## src/rtl/srt_radix2_iter.sv

```systemverilog
// srt_radix2_iter: radix-2 SRT divider iteration core; SRT_SPECIAL_CASE_EN adds IEEE special-case decode
module srt_radix2_iter #(
    parameter int ITERS = 24,
    parameter int RW    = 27
) (
    input  logic        clk,
    input  logic        rst_n,
    input  logic        start,
    input  logic [31:0] dividend,
    input  logic [31:0] divisor,
    output logic        busy,
    output logic        out_valid,
    output logic [23:0] result,
    output logic [4:0]  shift_nums,
    output logic        right_shift,
    output logic        resultsign,
    output logic [7:0]  current_exponent
);
    typedef enum logic [1:0] {IDLE, ITER, FIX} state_t;
    localparam logic signed [RW:0] HALF = (RW+1)'(1) << (RW-3);
    state_t state, state_nx;
    logic sign, spc, spc_nx;
    logic [9:0] exp, e0, eadj, exp_nx;
    logic [23:0] q_reg, qm_reg, d, ma, mb, spc_res, spc_res_nx;
    logic [4:0] count;
    logic signed [RW-1:0] r;
    logic signed [RW:0] tr, dd, r_nx;
    logic ge, pos, neg, accept;
    assign ma     = {1'b1, dividend[22:0]};
    assign mb     = {1'b1, divisor[22:0]};
    assign ge     = ma >= mb;
    assign e0     = 10'(dividend[30:23]) - 10'(divisor[30:23]) + 10'd127;
    assign eadj   = ge ? e0 : e0 - 10'd1;
    assign accept = state == IDLE && start;
    assign tr     = {r, 1'b0};
    assign dd     = (RW+1)'({d, 1'b0});
    assign pos    = tr >= HALF;
    assign neg    = tr < -HALF;
    assign r_nx   = pos ? tr - dd : neg ? tr + dd : tr;
`ifdef SRT_SPECIAL_CASE_EN
    logic a_zero, b_zero, a_inf, b_inf, a_nan, b_nan, nan_c, inf_c, zero_c, ovf, unf;
    assign a_zero = dividend[30:0] == 31'd0;
    assign b_zero = divisor[30:0] == 31'd0;
    assign a_inf  = dividend[30:23] == 8'hFF && dividend[22:0] == 23'd0;
    assign b_inf  = divisor[30:23] == 8'hFF && divisor[22:0] == 23'd0;
    assign a_nan  = dividend[30:23] == 8'hFF && dividend[22:0] != 23'd0;
    assign b_nan  = divisor[30:23] == 8'hFF && divisor[22:0] != 23'd0;
    assign nan_c  = a_nan || b_nan || (a_zero && b_zero) || (a_inf && b_inf);
    assign inf_c  = b_zero || a_inf;
    assign zero_c = a_zero || b_inf;
    assign ovf    = $signed(eadj) > 10'sd254;
    assign unf    = $signed(eadj) < 10'sd1;
    assign spc_nx = nan_c || inf_c || zero_c || ovf || unf;
    assign spc_res_nx = nan_c ? 24'hC00000 : (inf_c ? 24'h800000 : (zero_c ? 24'h0 : (ovf ? 24'h800000 : 24'h0)));
    assign exp_nx = (nan_c || inf_c) ? 10'd255 : (zero_c ? 10'd0 : (ovf ? 10'd255 : (unf ? 10'd0 : eadj)));
`else
    assign spc_nx     = 1'b0;
    assign spc_res_nx = 24'h0;
    assign exp_nx     = eadj;
`endif
    always_ff @(posedge clk)
        if (!rst_n) state <= IDLE;
        else state <= state_nx;
    always_comb begin
        state_nx = state;
        if (state == IDLE) state_nx = start ? ITER : IDLE;
        else if (state == ITER) state_nx = count == 5'(ITERS-1) ? FIX : ITER;
        else state_nx = IDLE;
    end
    always_comb busy = state != IDLE;
    always_ff @(posedge clk) begin
        if (!rst_n) begin
            {sign, spc, exp, q_reg, qm_reg, d, spc_res, count, r} <= '0;
            {out_valid, result, shift_nums, right_shift, resultsign, current_exponent} <= '0;
        end else begin
            out_valid <= 1'b0;
            if (accept) begin
                sign    <= dividend[31] ^ divisor[31];
                d       <= mb;
                r       <= ge ? RW'(ma) : RW'({ma, 1'b0});
                exp     <= exp_nx;
                spc     <= spc_nx;
                spc_res <= spc_res_nx;
                q_reg   <= '0;
                qm_reg  <= '0;
                count   <= '0;
            end else if (state == ITER) begin
                r      <= r_nx[RW-1:0];
                q_reg  <= pos ? {q_reg[22:0], 1'b1} : neg ? {qm_reg[22:0], 1'b1} : {q_reg[22:0], 1'b0};
                qm_reg <= pos ? {q_reg[22:0], 1'b0} : neg ? {qm_reg[22:0], 1'b0} : {qm_reg[22:0], 1'b1};
                count  <= count + 5'd1;
            end else if (state == FIX) begin
                result           <= spc ? spc_res : (r < 0 ? qm_reg : q_reg);
                current_exponent <= exp[7:0];
                resultsign       <= sign;
                shift_nums       <= '0;
                right_shift      <= 1'b0;
                out_valid        <= 1'b1;
            end
        end
    end
endmodule

```

## config.mk

```make
export PLATFORM = sky130hd
export DESIGN_NAME = srt_radix2_iter
export DESIGN_NICKNAME = d
export VERILOG_FILES = /design/src/rtl/srt_radix2_iter.sv
export SDC_FILE = /design/constraint.sdc
export NUM_CORES = 1
export LEC_CHECK = 0
export ABC_CLOCK_PERIOD_IN_PS = 3070
export CELL_PAD_IN_SITES_DETAIL_PLACEMENT = 1
export CELL_PAD_IN_SITES_GLOBAL_PLACEMENT = 2
export CORE_MARGIN = 10
export CORE_UTILIZATION = 34
export DETAILED_ROUTE_END_ITERATION = 12
export PLACE_DENSITY = 0.88
export SETUP_SLACK_MARGIN = 0.02
export SLEW_MARGIN = 20
export SYNTH_ARGS = -nofsm -noshare
export SYNTH_HDL_FRONTEND = slang
export SYNTH_SLANG_ARGS = --single-unit
export TNS_END_PERCENT = 10
```

## constraint.sdc

```tcl
create_clock -name clk -period 3.07 [get_ports clk]
set_input_delay 0.7675 -clock clk [delete_from_list [all_inputs] [get_ports clk]]
set_output_delay 0.7675 -clock clk [all_outputs]
set_load 0.02 [all_outputs]
```

==> results of run 1 <==
[timing repair]
item                       in CTS  in global routing
gates resized for setup        20                 93
pin swaps                       8                 33
hold endpoints to repair        0                  0
setup buffers                   1                  5
gates cloned                    1                  0
setup endpoints to repair      26                 29
[critical path, delay by kind of cell]
| kind | cells | cell delay (ns) |
|---|---|---|
| multiplexers | 1 | 0.33 |
| AND/OR/NAND/NOR | 1 | 0.08 |
| AO/OA/AOI/OAI | 6 | 1.08 |
| buffers and inverters | 4 | 0.82 |
| adder cells (fa/ha/maj) | 1 | 0.22 |
[final timing paths]
kind / from / end
setup / recovery: divisor[9] / r[17]
hold / removal: exp[6] / current_exponent[6]
setup reg to reg: r[6] / r[22]
hold reg to reg: exp[6] / current_exponent[6]
[per-layer routing]
metal  track usage (%)  wire length [um]
met1             25.11             17880
met2             31.01             17940
met3             3.409              1626
met4             7.014              1092
met5                 0                 0
[cells in the mapped netlist (13+ instances only)]
master / instances
ha_1: 86
nand2b_1: 17
xnor2_1: 18
buf_1: 14
a21oi_1: 210
nand2_1: 208
mux2i_1: 42
nor3_1: 24
a21o_1: 13
nor2_1: 138
dfxtp_1: 149
nand3_1: 16
a211oi_1: 37
inv_1: 81
o21ai_0: 31
clkbuf_1: 61
[power groups by stage]
stage,Clock [uW],Combinational (uW),Sequential (uW)
floorplan,0,1520,2120
global placement,0,2430,2150
detailed placement,0,2490,2150
CTS,2080,2560,2110
global route,2160,2940,2130
finish,2040,2730,2120
[cell families after synthesis]
family | after synthesis | share of synthesized area [%]
adders and majority gates | 89 | 10.87
other | 1 | 0.03587
xor gates and xnor gates | 27 | 2.262
muxes | 46 | 4.452
and+or+nand+nor | 459 | 19.06
DFF | 149 | 28.53
AOI/OAI and AO/OA | 427 | 26.81
buffers and inverters | 186 | 7.982
[placed cells by master, fill, tap and decap left out, drive strengths merged, types with 8 or more instances in the layout]
cell type      count
o221ai            12
a21oi            211
o211ai             9
a2111oi           15
dfxtp            149
clkbuf            20
dlymetal6s2s      19
mux2i             42
a211oi            37
a221oi            11
ha                86
nand4             10
xor2               9
xnor2             18
o31ai             13
inv               87
nor3              24
buf              155
a31oi              8
o311ai             8
nand2b            17
o21ai             34
a21o              14
o22ai             11
nor2             138
clkdlybuf4s50     80
nand2            208
a221o              8
nand3             16
o21bai             8
[final cells by class]
type	instances	area (um^2)	area share [%]
multi-input cells	1054	7133	51.63
flip-flops and latches	149	2992	21.65
clock buffers	20	456.7	3.305
repair buffers	256	2333	16.89
well taps	396	495.5	3.586
inverters	83	311.5	2.255
clock inverters	12	95.09	0.6882
[metrics by stage]
stage | TNS [ns] | std cells | util [%] | instance area (um^2)
floorplan | 0 | 1389 | - | 10470
global placement | -15.11 | 1933 | 41.66 | 12680
detailed placement | -17.04 | 1933 | 41.66 | 12680
CTS | 0 | 1967 | 43.90 | 13360
global route | -0.3581 | 1970 | 45.41 | 13820
finish | 0 | 1970 | 45.41 | 13820
==> impl_metrics.json, run 1 <==
{
  "status": "complete, no violations",
  "cp_slowest_stage_delay_ns": 0.48,
  "worst_pin_slew_ns": 1.033,
  "antenna_left": 0,
  "regMostFlops": "r",
  "gp_congestion": 0.9129,
  "finalWorstSetupSlack_ns": 0.06531,
  "ctsHoldBuffers": 0,
  "period_needed_ns": 3.005,
  "track_usage_pct": 19.25,
  "wirelength_um": 38540,
  "reg2reg_slack_ns": 0.09,
  "synthFlopType": "dfxtp_1",
  "internal_power_uw": 4222,
  "whs_ns": 0.4568,
  "crit_chain": "clkdlybuf4s50_1 > inv_1 > ha_4 > a21oi_2 > o211ai_1 > o221ai_2 > o211ai_1 > a31oi_4 > buf_6 > buf_16 > mux2_2 > o22ai_1 > nor4_1",
  "ys_ff_latch": 149,
  "drc": 0,
  "synth_area_leader_cell": "dfxtp_1",
  "die_area_um2": 38160,
  "startpoint_type": "primary input",
  "fp.coreArea_um2": 30430,
  "ys_types": 89,
  "p_per_area_nw_per_um2": 498.4,
  "power_frac_seq_pct": 30.8,
  "p_sw_uw": 2665,
  "firstDrtPassIters": 5,
  "rsz0062_at_grt": "yes",
  "diodes": 0,
  "h-tree-depth": 4,
  "antenna_found_initial": 0,
  "largest_reg_flops": 27,
  "synth-seq-area-share_pct": 28.53,
  "finalSetupViolCount": 0,
  "syn_area_per_cell_um2": 7.554,
  "peakVddDrop_uv": 396.4,
  "clockBufferDepth": 2,
  "maxSlewViolCount": 0,
  "p_clk_share_pct": 29.6,
  "worst-path-max-fanout": 5,
  "crit_required_ns": 3.36,
  "end_kind": "register",
  "hpwl_um": 27450,
  "fmax_mhz": 332.8,
  "combPwrFrac_pct": 39.6,
  "io_buffers": 101,
  "crit_slowest_cell": "clkdlybuf4s50_1",
  "ioPinCount": 108,
  "clk_pin_slew_worst_paths_ns": 0.07,
  "grt_pass1_vias": 11242,
  "synth_warnings": 0,
  "postSynthCellCount": 1384,
  "vias": 10844,
  "reg2reg_depth": 12,
  "critPathMostFrequentCell": "o211ai_1",
  "fillers": 3686,
  "syn2layout_area_growth_pct": 32.16,
  "clockRootBuffer": "clkbuf_16",
  "grt_pass1_wl_um": 61090,
  "synth_edf_count": 0,
  "die_h_um": 195.4,
  "arrival_ns": 3.30,
  "power_uw": 6887,
  "initial_core_util_pct": 34.36,
  "drive_gt1_share_pct": 17.85,
  "synth-async-reset-ratio_pct": 0,
  "nNetsFinal": 1717,
  "synthTopCellsByArea": "dfxtp_1, ha_1, a21oi_1",
  "gr-total-overflow": 0,
  "synth_top_area_share_pct": 28.53,
  "critPathKind": "in -> reg",
  "max-cap-violations": 0,
  "hold_path_depth": 2,
  "cts.sinks": 149,
  "viasPerCell": 5.505,
  "relSlewSlack_pct": 31.15,
  "dp_slack_ns": -0.6662,
  "post-route-period-util_pct": 97.87,
  "hold_viol_final": 0,
  "min_path_type": "reg -> reg",
  "core.rowCount": 64,
  "cts_buffers": 17,
  "skew_ns": 0.01227,
  "cts_tree": "built",
  "grt_max_degree": 84,
  "die_x_um": 195.4,
  "routed_wire_length_per_instance_um": 19.57,
  "leakage_uw": 0.005485,
  "sw_frac_of_total_pct": 38.70,
  "drt_iter0_markers": 547,
  "synth_area_um2": 10460,
  "clock_latency_ns": 0.44
}
Power figures use the tool's default switching activity.
==> run 2, diff against run 1 <==
--- a/config.mk
+++ b/config.mk
@@ -5,13 +5,14 @@
 export SDC_FILE = /design/constraint.sdc
 export NUM_CORES = 1
 export LEC_CHECK = 0
-export ABC_CLOCK_PERIOD_IN_PS = 3070
+export ABC_CLOCK_PERIOD_IN_PS = 3810
+export CAP_MARGIN = 20
 export CELL_PAD_IN_SITES_DETAIL_PLACEMENT = 1
 export CELL_PAD_IN_SITES_GLOBAL_PLACEMENT = 2
 export CORE_MARGIN = 10
-export CORE_UTILIZATION = 34
+export CORE_UTILIZATION = 36
 export DETAILED_ROUTE_END_ITERATION = 12
-export PLACE_DENSITY = 0.88
+export PLACE_DENSITY = 0.92
 export SETUP_SLACK_MARGIN = 0.02
 export SLEW_MARGIN = 20
 export SYNTH_ARGS = -nofsm -noshare
==> constraint.sdc (replaced) <==
create_clock -name clk -period 3.81 [get_ports clk]
set_input_delay 0.9525 -clock clk [delete_from_list [all_inputs] [get_ports clk]]
set_output_delay 0.9525 -clock clk [all_outputs]
set_load 0.02 [all_outputs]
==> run 2 against run 1 <==
Net effect: highest routed layer is now met5; power decreased by 25%; first-iteration DRC count increased by 6.9%; critical endpoint is now exp[5]; register-to-register slack gained 0.34 ns; setup slack better by 0.28 ns; cell count fell by 6.9%; combinational power is 34% lower.
==> impl_metrics.json, run 2 (synthesis results as in run 1) <==
{
  "status": "complete, no violations",
  "drive_gt1_share_pct": 6.621,
  "worst-path-max-fanout": 4,
  "routed_wire_length_per_instance_um": 18.97,
  "cts_tree": "built",
  "period_needed_ns": 3.463,
  "largest_reg_flops": 27,
  "grt_max_degree": 79,
  "hold_viol_final": 0,
  "startpoint": "divisor[13]",
  "wl_met1_um": 16090,
  "antenna_left": 0,
  "firstDrtPassIters": 5,
  "nNetsFinal": 1593,
  "grt_pass1_vias": 10550,
  "leakage_uw": 0.004644,
  "rsz0062_at_grt": "no",
  "grt_pass1_wl_um": 56520,
  "drt_iter0_markers": 585,
  "vias": 10295,
  "top_layer": "met5",
  "multi_input_area_um2": 6686,
  "clock_latency_ns": 0.44,
  "reg2reg_to": "r[16]",
  "fillers": 3540,
  "ioPinCount": 108,
  "r2r_start": "d[12]",
  "drc": 0,
  "finalWorstSetupSlack_ns": 0.3475,
  "wirelength_um": 34800,
  "ctsResizeCount": 0,
  "hpwl_um": 25170,
  "cts.sinks": 149,
  "peakVddDrop_uv": 264.2,
  "post-route-period-util_pct": 90.88,
  "regMostFlops": "r",
  "cp_top_family": "compound AO/OA/AOI/OAI gates",
  "finalSetupViolCount": 0,
  "mostFrequentLayoutCells": "a21oi_1, nand2_1, dfxtp_1",
  "dp_slack_ns": -0.09710,
  "worst_pin_slew_ns": 0.9486,
  "ff_latch_area_um2": 2984,
  "critPathBufInv": 2,
  "crit_required_ns": 4.15,
  "critical_path_depth": 12,
  "setup.worst_path.end": "exp[5]",
  "reg2reg_depth": 10,
  "skew_ns": 0.02256,
  "fp.coreArea_um2": 28700,
  "syn2layout_area_growth_pct": 18.00,
  "gr-total-overflow": 0,
  "arrival_ns": 3.80,
  "wl_met2_um": 16400,
  "die_h_um": 190.4,
  "maxSlewViolCount": 0,
  "min_path_type": "reg -> reg",
  "p_per_area_nw_per_um2": 420.7,
  "critPathKind": "in -> reg",
  "clockBufferDepth": 2,
  "tns_ns": 0,
  "antenna_found_initial": 1,
  "hold_path_depth": 2,
  "clockRootBuffer": "clkbuf_16",
  "die_x_um": 190.4,
  "reg2reg_slack_ns": 0.43,
  "startpoint_type": "primary input",
  "h-tree-depth": 4,
  "clk_pin_slew_worst_paths_ns": 0.07,
  "postCtsSetupBuffers": 0,
  "fmax_mhz": 288.8,
  "die_area_um2": 36260,
  "gp_congestion": 0.8746,
  "core.rowCount": 62,
  "end_kind": "register",
  "track_usage_pct": 18.83,
  "relSlewSlack_pct": 36.76,
  "power_uw": 5189,
  "crit_chain": "clkdlybuf4s50_1 > inv_1 > ha_1 > a211oi_1 > o211ai_1 > o221ai_1 > o211ai_1 > a31oi_4 > nor4bb_1 > nand2_1 > xor2_1 > a211oi_1",
  "crit_slowest_cell": "clkdlybuf4s50_1",
  "initial_core_util_pct": 36.43,
  "viasPerCell": 5.610,
  "ctsHoldBuffers": 0,
  "final_util_pct": 42.98,
  "final_common_cell": "a21oi_1",
  "cts_buffers": 17,
  "wl_met3_um": 1943,
  "max-cap-violations": 0,
  "io_buffers": 101,
  "cp_slowest_stage_delay_ns": 0.50
}
==> run 2: area by class of cell <==
| class | count | area share (%) |
|---|---|---|
| multi-input combinational | 1054 | 54.20 |
| clock inverter | 14 | 1.126 |
| antenna | 1 | 0.02028 |
| inverter | 83 | 2.525 |
| tap | 384 | 3.895 |
| timing repair buffer | 132 | 10.49 |
| clock buffer | 18 | 3.560 |
| sequential | 149 | 24.19 |
==> run 2: metrics by stage <==
| stage | std cells | hold WS (ns) | instance area, um^2 |
|---|---|---|---|
| after floorplan | 1389 | 0.4288 | 10470 |
| after global placement | 1801 | 0.4384 | 11740 |
| after detailed placement | 1802 | 0.4488 | 11760 |
| after CTS | 1834 | 0.4582 | 12330 |
| after global routing | 1834 | 0.4763 | 12330 |
| final | 1835 | 0.4542 | 12340 |
==> run 2: where the power goes <==
part	internal [uW]	switching [uW]
logic	641	1140
registers	1630	82.6
clock network	885	809
total	3150	2040
==> run 2: per-layer routing <==
| layer | GRT usage (%) | up-vias |
|---|---|---|
| met5 | 0 | - |
| met4 | 4.058 | 2 |
| met3 | 4.170 | 28 |
| met2 | 31.36 | 246 |
| met1 | 24.32 | 5034 |
| li1 | - | 4985 |
==> run 2: how the worst min path moves through the flow <==
| stage | start | endpoint | slack (ns) |
|---|---|---|---|
| 4_1_cts | exp[3] | current_exponent[3] | 0.46 |
| 3_5_place_dp | exp[3] | current_exponent[3] | 0.45 |
| 3_3_place_gp | exp[3] | current_exponent[3] | 0.44 |
| 2_1_floorplan | exp[2] | current_exponent[2] | 0.43 |
| 6_report | exp[3] | current_exponent[3] | 0.45 |
| 5_1_grt | exp[6] | current_exponent[6] | 0.48 |
==> run 2: tightest hold or removal path: stages (launching register included) <==
cell     delay (ns)
dfxtp_1        0.31
nand2_1        0.05
a21oi_1        0.05
